## config.mk

```make
export PLATFORM = sky130hd
export DESIGN_NAME = oled_frame_writer_flat
export DESIGN_NICKNAME = d
export VERILOG_FILES = /design/src/rtl/oled_pkg.sv /design/src/rtl/oled_frame_writer_if.sv /design/src/rtl/oled_pattern_gen.sv /design/src/rtl/oled_frame_writer.sv /design/src/flat_wrapper.sv
export SDC_FILE = /design/constraint.sdc
export NUM_CORES = 1
export LEC_CHECK = 0
export ABC_AREA = 0
export CAP_MARGIN = 20
export CELL_PAD_IN_SITES_DETAIL_PLACEMENT = 1
export CELL_PAD_IN_SITES_GLOBAL_PLACEMENT = 1
export CORE_MARGIN = 8
export CORE_UTILIZATION = 40
export DETAILED_ROUTE_END_ITERATION = 8
export PLACE_DENSITY = 0.72
export SYNTH_ARGS = -nofsm -noshare
export SYNTH_HDL_FRONTEND = slang
export SYNTH_SLANG_ARGS = --single-unit
```

## constraint.sdc

```tcl
create_clock -name clk -period 2.3 [get_ports clk]
set_input_delay 0.345 -clock clk [delete_from_list [all_inputs] [get_ports clk]]
set_output_delay 0.345 -clock clk [all_outputs]
set_load 0.05 [all_outputs]
```

## src/rtl/oled_pkg.sv

```systemverilog
// Shared types and default geometry for the OLED frame writer and the oled_controller it feeds.
package oled_pkg;
  typedef enum logic [1:0] {IDLE, WRITE, GAP} state_e;
  typedef enum logic [1:0] {PAT_OFF = 2'd0, PAT_ON = 2'd1, PAT_CHECK = 2'd2, PAT_RAMP = 2'd3} pat_e;
  localparam int OLED_COLS  = 128;
  localparam int OLED_PAGES = 4;
endpackage

```

## src/rtl/oled_frame_writer_if.sv

```systemverilog
// Byte-push link into the controller input buffer: producer drives data/valid, controller drives full.
interface oled_frame_writer_if;
  logic [7:0] data_out;
  logic       write_enable;
  logic       buffer_full;
  modport master (output data_out, output write_enable, input buffer_full);
  modport slave  (input data_out, input write_enable, output buffer_full);
endinterface

```

## src/rtl/oled_pattern_gen.sv

```systemverilog
// Combinational test-pattern source: (pattern, page, column, scroll offset) -> pixel byte.
module oled_pattern_gen
  import oled_pkg::*;
(
  input  pat_e       pat_i,
  input  logic       page_odd_i,
  input  logic [7:0] col_i,
  input  logic [7:0] offset_i,
  output logic [7:0] pix_o
);
  logic [7:0] c;

  always_comb begin
    c     = col_i + offset_i;
    pix_o = 8'h00;
    case (pat_i)
      PAT_OFF:   pix_o = 8'h00;
      PAT_ON:    pix_o = 8'hFF;
      // 8x8 checkerboard: 8-column bands toggled on alternate pages
      PAT_CHECK: pix_o = (c[3] ^ page_odd_i) ? 8'hFF : 8'h00;
      PAT_RAMP:  pix_o = c;
      default:   pix_o = 8'h00;
    endcase
  end
endmodule

```

## src/rtl/oled_frame_writer.sv

```systemverilog
// Streams page-major frames of pattern bytes into the controller buffer, with an idle gap between frames.
module oled_frame_writer
  import oled_pkg::*;
#(
  parameter int COLS       = OLED_COLS,
  parameter int PAGES      = OLED_PAGES,
  parameter int GAP_CYCLES = 1024
) (
  input  logic                       clk,
  input  logic                       reset,
  input  logic                       enable,
  input  logic [1:0]                 pattern_sel,
  oled_frame_writer_if.master        wr,
  output logic                       busy,
  output logic                       frame_done
);
  localparam int CW = (COLS > 1) ? $clog2(COLS) : 1;
  localparam int PW = (PAGES > 1) ? $clog2(PAGES) : 1;
  localparam int GW = (GAP_CYCLES > 1) ? $clog2(GAP_CYCLES) : 1;

  state_e        state_q;
  logic [CW-1:0] col_q;
  logic [PW-1:0] page_q;
  logic [7:0]    offset_q;
  pat_e          pat_q;
  logic [GW-1:0] gap_q;
  logic          done_q;
  logic [7:0]    pix;

  oled_pattern_gen u_gen (
    .pat_i      (pat_q),
    .page_odd_i (page_q[0]),
    .col_i      (8'(col_q)),
    .offset_i   (offset_q),
    .pix_o      (pix)
  );

  // Outputs decode registered state only, so buffer_full never reaches them combinationally.
  assign wr.write_enable = (state_q == WRITE);
  assign wr.data_out     = (state_q == WRITE) ? pix : 8'h00;
  assign busy            = (state_q != IDLE);
  assign frame_done      = done_q;

  always_ff @(posedge clk) begin
    if (reset) begin
      state_q  <= IDLE;
      col_q    <= '0;
      page_q   <= '0;
      offset_q <= '0;
      pat_q    <= PAT_OFF;
      gap_q    <= '0;
      done_q   <= 1'b0;
    end else begin
      done_q <= 1'b0;
      case (state_q)
        IDLE: if (enable) begin
          pat_q   <= pat_e'(pattern_sel);
          col_q   <= '0;
          page_q  <= '0;
          state_q <= WRITE;
        end
        WRITE: if (!wr.buffer_full) begin
          if (col_q == CW'(COLS - 1)) begin
            col_q <= '0;
            if (page_q == PW'(PAGES - 1)) begin
              page_q   <= '0;
              gap_q    <= '0;
              offset_q <= offset_q + 8'd1;
              done_q   <= 1'b1;
              state_q  <= GAP;
            end else begin
              page_q <= page_q + PW'(1);
            end
          end else begin
            col_q <= col_q + CW'(1);
          end
        end
        GAP: begin
          gap_q <= gap_q + GW'(1);
          if (gap_q == GW'(GAP_CYCLES - 1)) begin
            if (enable) begin
              pat_q   <= pat_e'(pattern_sel);
              col_q   <= '0;
              page_q  <= '0;
              state_q <= WRITE;
            end else begin
              state_q <= IDLE;
            end
          end
        end
        default: state_q <= IDLE;
      endcase
    end
  end
endmodule
```

## src/flat_wrapper.sv

```systemverilog
// flat-port wrapper written by rule: the top's interface ports become plain ports
module oled_frame_writer_flat import oled_pkg::*;
#(
  parameter int COLS       = OLED_COLS,
  parameter int PAGES      = OLED_PAGES,
  parameter int GAP_CYCLES = 1024
)
  (clk, reset, enable, pattern_sel, busy, frame_done, wr_data_out, wr_write_enable, wr_buffer_full);
  oled_frame_writer_if wr_i ();
  input  logic clk;
  input  logic reset;
  input  logic enable;
  input  logic [1:0] pattern_sel;
  output logic busy;
  output logic frame_done;
  output wire logic [$bits(wr_i.data_out)-1:0] wr_data_out;
  output wire logic [$bits(wr_i.write_enable)-1:0] wr_write_enable;
  input wire logic [$bits(wr_i.buffer_full)-1:0] wr_buffer_full;
  assign wr_data_out = wr_i.data_out;
  assign wr_write_enable = wr_i.write_enable;
  assign wr_i.buffer_full = wr_buffer_full;
  oled_frame_writer #(.COLS(COLS), .PAGES(PAGES), .GAP_CYCLES(GAP_CYCLES)) u_core (.clk(clk), .reset(reset), .enable(enable), .pattern_sel(pattern_sel), .wr(wr_i), .busy(busy), .frame_done(frame_done));
endmodule
```

==> flow_summary.json, run 1 <==
{
  "status": "finished with violations",
  "violations": "setup timing",
  "dieHeight_um": 88.1,
  "fin_skew_ns": 0.00354,
  "placed_cells": 365,
  "dieArea_um2": 7770,
  "path_clk_slew_ns": 0.07,
  "ys_types": 52,
  "layout.nets": 323,
  "endpoint_kind": "output pin",
  "rsz0062_at_grt": "yes",
  "startpoint_type": "flip-flop",
  "peakVddDrop_uv": 299,
  "ios": 17,
  "setup_viol": 8,
  "die_w_um": 88.1,
  "cts_buffers": 5,
  "power_leakage_nw": 1.10,
  "cp_slowest_stage_delay_ns": 0.39,
  "maxSlewViolCount": 0,
  "ys.flop_type": "dfxtp_1",
  "syn_to_final_growth_pct": 41.6,
  "detail_route.iter0.violations": 105,
  "post_dp_cell_area_um2": 2660,
  "antennaDiodeCount": 0,
  "final_cell_mix": "buf_4 (33), dfxtp_1 (25), nand2_1 (20)",
  "cts.sinks": 32,
  "fin_crit_sh": 1.11,
  "final_core_util": 0.581,
  "fin_cells": 376,
  "synth_area_um2": 2080,
  "min_to": "u_core.gap_q[1]$_SDFFE_PP0P_",
  "hold_path_depth": 2,
  "path_cells": "ha_4 -> fa_2 -> a211o_1 -> o211ai_1 -> mux2i_1 -> o31ai_4 -> buf_12",
  "synthCells": 260,
  "synth_async_sr_flop_share": 0,
  "postRouteAntennaNets": 0,
  "cts_tree": "yes",
  "layout_commonest_cell": "buf_4",
  "worst-path-buf-inv": 1,
  "synth-seq-cells": 32,
  "cp_data_arrival_time_ns": 2.20,
  "crit_family": "adder cells",
  "synth-edff-count": 0,
  "clk_latency_ns": 0.29,
  "cts_hold_buffers": 0,
  "worstReg2RegStart": "u_core.col_q[1]$_SDFFE_PP0P_",
  "clock.fmax_mhz": 393,
  "holdCritStartpoint": "u_core.gap_q[1]$_SDFFE_PP0P_",
  "cts_buffer_depth": 2,
  "fin_ws_ns": -0.244,
  "dp.final_hpwl_um": 4830,
  "r2r_end": "u_core.offset_q[7]$_SDFFE_PP0P_",
  "min_period_ns": 2.54,
  "required_ns": 1.96,
  "hp-class": "reg -> reg",
  "syn_area_per_cell_um2": 8.01,
  "wire_per_inst_um": 18.6,
  "core_um2": 5070,
  "drc_errors": 0,
  "slowest_stage": "fa_2",
  "row_count": 26,
  "critPathKind": "reg -> out",
  "path_max_fanout": 3,
  "synth_top_area_share": 0.308,
  "rrSetupSlack_ns": 0.25,
  "syn_nets": 278,
  "drive_above_1_share": 0.288,
  "post_drt_via_cell_ratio": 5.69,
  "synth_top_cells_by_area": "dfxtp_1 (31%), ha_1 (6.6%), a21oi_1 (5.5%), nand2_1 (3.6%), nor3_1 (3.6%)",
  "holdWs_ns": 0.505,
  "n_fill_cell": 608,
  "ff2ff_path_depth": 6,
  "initial_core_util": 0.410,
  "portBuffers": 16,
  "vias": 2138,
  "yosysSeqAreaShare": 0.308,
  "grt_max_degree": 30,
  "grt_use_total": 0.194,
  "root_buffer": "clkbuf_8",
  "drv_cap": 0,
  "synth_area_leader_cell": "dfxtp_1",
  "finalPower_mw": 1.22,
  "grt-ovfl-total": 0,
  "worst_slew_pin_slew_ns": 0.578,
  "max_slew_margin": 0.610,
  "antenna_found_initial": 0,
  "routed_wirelength_um": 7000,
  "hold_viol": 0,
  "cts_max_level": 2,
  "grt_pass1_wl_um": 11500,
  "gp_congestion": 0.829,
  "drt_first_pass_iters": 4,
  "final_cell_area_um2": 2950,
  "grt_pass1_vias": 2317,
  "yosys_warnings": 0,
  "powerDensity_nw_per_um2": 414
}
[worst min-delay path, cell delays in order, from the launching register on]
cell     delay, ns
dfxtp_1       0.33
nand3_1       0.07
a21oi_1       0.06
[logic make-up after synthesis]
family,Yosys count,synth area share
adder cells (fa/ha/maj),12,0.0757
flip-flops,32,0.308
multiplexers,6,0.0294
AND/OR/NAND/NOR,110,0.295
AO/OA/AOI/OAI,65,0.200
XOR/XNOR,12,0.0505
buffers and inverters,23,0.0421
[metal layers]
metal / GRT usage / up-vias / routed length (µm)
met5: 0 / - / 0
met4: 0.0968 / 0 / 225
met3: 0.0366 / 16 / 160
met2: 0.357 / 30 / 3650
met1: 0.204 / 1034 / 2960
li1: - / 1058 / -
[area by class of cell]
cell class | count | area [µm²] | share of cell area
Clock inverter | 1 | 7.51 | 0.00255
Timing Repair Buffer | 50 | 504 | 0.171
Multi-Input combinational cell | 205 | 1570 | 0.532
Inverter | 11 | 41.3 | 0.0140
Clock buffer | 7 | 86.3 | 0.0293
Sequential cell | 32 | 652 | 0.221
Tap cell | 70 | 87.6 | 0.0297
[synthesized netlist by cell type (4+ instances only)]
master	count
dfxtp_1	32
o21ai_0	11
or4_1	6
nor2b_1	4
xnor2_1	6
a21o_1	5
nor2_1	12
a21oi_1	23
clkbuf_1	11
ha_1	11
nand2_1	20
inv_1	9
xor2_1	6
nand2b_1	6
nand3_1	12
nor3_1	15
o31ai_1	4
and3_1	4
nand4_1	9
a211oi_1	4
mux2i_1	5
[through the flow]
| stage | setup slack (ns) | TNS [ns] |
|---|---|---|
| final | -0.244 | -1.11 |
| after floorplan | -0.0556 | -0.248 |
| after CTS | -0.245 | -0.776 |
| after detailed placement | -0.0421 | -0.0961 |
| after global routing | -0.303 | -1.51 |
| after global placement | -0.0266 | -0.0266 |
[flip-flops by register name, indices dropped and copies added (netlist names)]
| signal | count |
|---|---|
| u_core.col_q | 7 |
| u_core.frame_done | 1 |
| u_core.gap_q | 10 |
| u_core.offset_q | 8 |
| u_core.page_q | 2 |
| u_core.pat_q | 2 |
| u_core.state_q | 2 |
[report_power, final]
group,internal [mW],switching (mW)
Sequential,0.558,0.00506
Combinational,0.0770,0.117
Clock,0.243,0.222
Total,0.878,0.344
[worst max path at each step]
stage	from	endpoint	slack, ns	cells past startpoint
global placement	u_core.offset_q[0]$_SDFFE_PP0P_	wr_data_out[6]	-0.03	7
global route	u_core.col_q[0]$_SDFFE_PP0P_	wr_data_out[6]	-0.30	7
floorplan	u_core.col_q[2]$_SDFFE_PP0P_	wr_data_out[0]	-0.06	5
CTS	u_core.col_q[0]$_SDFFE_PP0P_	wr_data_out[6]	-0.25	7
detailed placement	u_core.offset_q[0]$_SDFFE_PP0P_	wr_data_out[6]	-0.04	7
finish	u_core.col_q[0]$_SDFFE_PP0P_	wr_data_out[6]	-0.24	7
[timing repair]
item,4_1_cts,5_1_grt
resized for setup,30,5
buffers inserted,3,0
endpoints found under the setup margin,8,8
pin swaps,17,1
No activity file was read; power rests on OpenSTA's default activity.
==> inputs of run 2 (changes only) <==
CORE_UTILIZATION = 43   (was 40)
PLACE_DENSITY = 0.77   (was 0.72)
clock period = 2.53 ns   (was 2.3 ns; I/O delays follow)
==> run 2 against run 1 <==
Compared with the run above:
- the flow still finishes with violations (setup timing)
- via count down 1.2%
- combinational power down 20%
- sequential power down 9.1%
- worst setup slack better by 0.14 ns
- sequential share of layout area up 2.0 points
- highest routed layer unchanged
- first-iteration DRC count down 37%
- flip-flop and latch count unchanged
- final cell count down 9.0%
- non-clock buffer count down 18
- critical path depth unchanged
==> flow_summary.json, run 2 (same netlist as run 1, synthesis figures left out) <==
{
  "status": "finished with violations",
  "violations": "setup timing",
  "crit_family": "compound AO/OA/AOI/OAI gates",
  "max_slew_margin": 0.604,
  "largest_reg_flops": 10,
  "routed_wirelength_um": 6590,
  "startpoint_type": "flip-flop",
  "fin_skew_ns": 0.00495,
  "peakVddDrop_uv": 390,
  "slowest_stage": "fa_2",
  "multi_input_area_um2": 1510,
  "wire_per_inst_um": 19.3,
  "critPathKind": "reg -> out",
  "holdWs_ns": 0.505,
  "cts_max_level": 2,
  "gp_congestion": 0.866,
  "power_leakage_nw": 1.00,
  "postRouteAntennaNets": 0,
  "syn_to_final_growth_pct": 31.9,
  "die_w_um": 85.6,
  "rsz0062_at_grt": "yes",
  "setup_viol": 2,
  "final_cell_mix": "dfxtp_1 (22), nand2_1 (20), a21oi_1 (19)",
  "path_cells": "ha_4 -> fa_2 -> a211o_1 -> o211ai_1 -> mux2i_1 -> o31ai_2 -> buf_12",
  "post_dp_cell_area_um2": 2460,
  "path_clk_slew_ns": 0.07,
  "detail_route.iter0.violations": 66,
  "drv_cap": 0,
  "n_fill_cell": 557,
  "cts_tree": "yes",
  "antennaDiodeCount": 0,
  "cts_buffer_depth": 2,
  "final_cell_area_um2": 2750,
  "powerDensity_nw_per_um2": 421,
  "dp.final_hpwl_um": 4390,
  "initial_core_util": 0.444,
  "cp_slowest_stage_delay_ns": 0.37,
  "drc_errors": 0,
  "clock.fmax_mhz": 379,
  "drive_above_1_share": 0.243,
  "required_ns": 2.15,
  "clk_latency_ns": 0.29,
  "layout.nets": 305,
  "dieHeight_um": 85.6,
  "grt_max_degree": 27,
  "layout.area.seq_um2": 661,
  "biggestRegsByFlops": "u_core.gap_q: 10 flops, u_core.offset_q: 8 flops, u_core.col_q: 7 flops",
  "endpoint_kind": "output pin",
  "drt_first_pass_iters": 4,
  "min_period_ns": 2.64,
  "worst-path-buf-inv": 1,
  "grt_pass1_wl_um": 10800,
  "grt_pass1_vias": 2239,
  "cts_buffers": 5,
  "grt-ovfl-total": 0,
  "hold_viol": 0,
  "grt_use_total": 0.183,
  "vias": 2112,
  "row_count": 25,
  "core_um2": 4690,
  "layout_commonest_cell": "dfxtp_1",
  "portBuffers": 16,
  "root_buffer": "clkbuf_8",
  "fin_crit_sh": 1.04,
  "cp_data_arrival_time_ns": 2.26,
  "top_register": "u_core.gap_q",
  "dieArea_um2": 7320,
  "cts.sinks": 32,
  "worst_slew_pin_slew_ns": 0.588,
  "final_core_util": 0.585,
  "antenna_found_initial": 0,
  "path_max_fanout": 3,
  "fin_ws_ns": -0.106,
  "ios": 17,
  "maxSlewViolCount": 0,
  "post_drt_via_cell_ratio": 6.18,
  "hp-class": "reg -> reg",
  "finalPower_mw": 1.16
}
run 2: cell count changes in the layout (fill, tap and decap cells not counted), sizes merged:
| cell | previous run | this run |
|---|---|---|
| clkinv | 1 | 2 |
| bufinv | 0 | 1 |
| clkinvlp | 1 | 0 |
| buf | 43 | 24 |
run 2: path summary, 6_finish.rpt:
check,start,endpoint,slack (ns),depth (start not counted)
max,u_core.col_q[0]$_SDFFE_PP0P_,wr_data_out[6],-0.11,7
min reg2reg,u_core.gap_q[0]$_SDFFE_PP0P_,u_core.gap_q[0]$_SDFFE_PP0P_,0.51,2
min,u_core.gap_q[0]$_SDFFE_PP0P_,u_core.gap_q[0]$_SDFFE_PP0P_,0.51,2
max reg2reg,u_core.page_q[0]$_SDFFE_PP0P_,u_core.offset_q[7]$_SDFFE_PP0P_,0.43,5
run 2: what timing repair did:
action | CTS | global route
hold buffers | 0 | 0
buffers inserted | 3 | 2
endpoints found under the setup margin | 8 | 8
gates resized for setup | 19 | 16
pin swaps | 7 | 5
gates cloned | 0 | 0
run 2: worst register-to-register path: stages (launching register included):
cell	delay, ns
dfxtp_1	0.56
ha_1	0.34
nand4_1	0.14
or4_4	0.47
or3_1	0.37
a21oi_1	0.16
run 2: cell type report:
cell class,count,share of cell area
Sequential cell,32,0.241
Inverter,11,0.0150
Clock buffer,6,0.0264
Multi-Input combinational cell,205,0.548
Clock inverter,2,0.0128
Timing Repair Buffer,32,0.132
Tap cell,54,0.0246
run 2: report_power, final:
group,leakage (nW),internal (mW),switching (mW)
registers,0.264,0.506,0.00630
clock network,0.0552,0.292,0.197
logic,0.683,0.0620,0.0928
total,1.00,0.860,0.296
run 2: through the flow:
stage / setup slack, ns / cells / setup TNS (ns)
after global placement: 0.109 / 329 / 0
after floorplan: -0.120 / 260 / -0.120
after global routing: -0.208 / 342 / -0.435
final: -0.106 / 342 / -0.139
after CTS: -0.102 / 340 / -0.132
after detailed placement: 0.0215 / 329 / 0
run 2: routing by layer:
layer,GRT usage,share of wire
met5,0,0
met4,0.0844,0.025
met3,0.0439,0.045
met2,0.329,0.51
met1,0.198,0.42
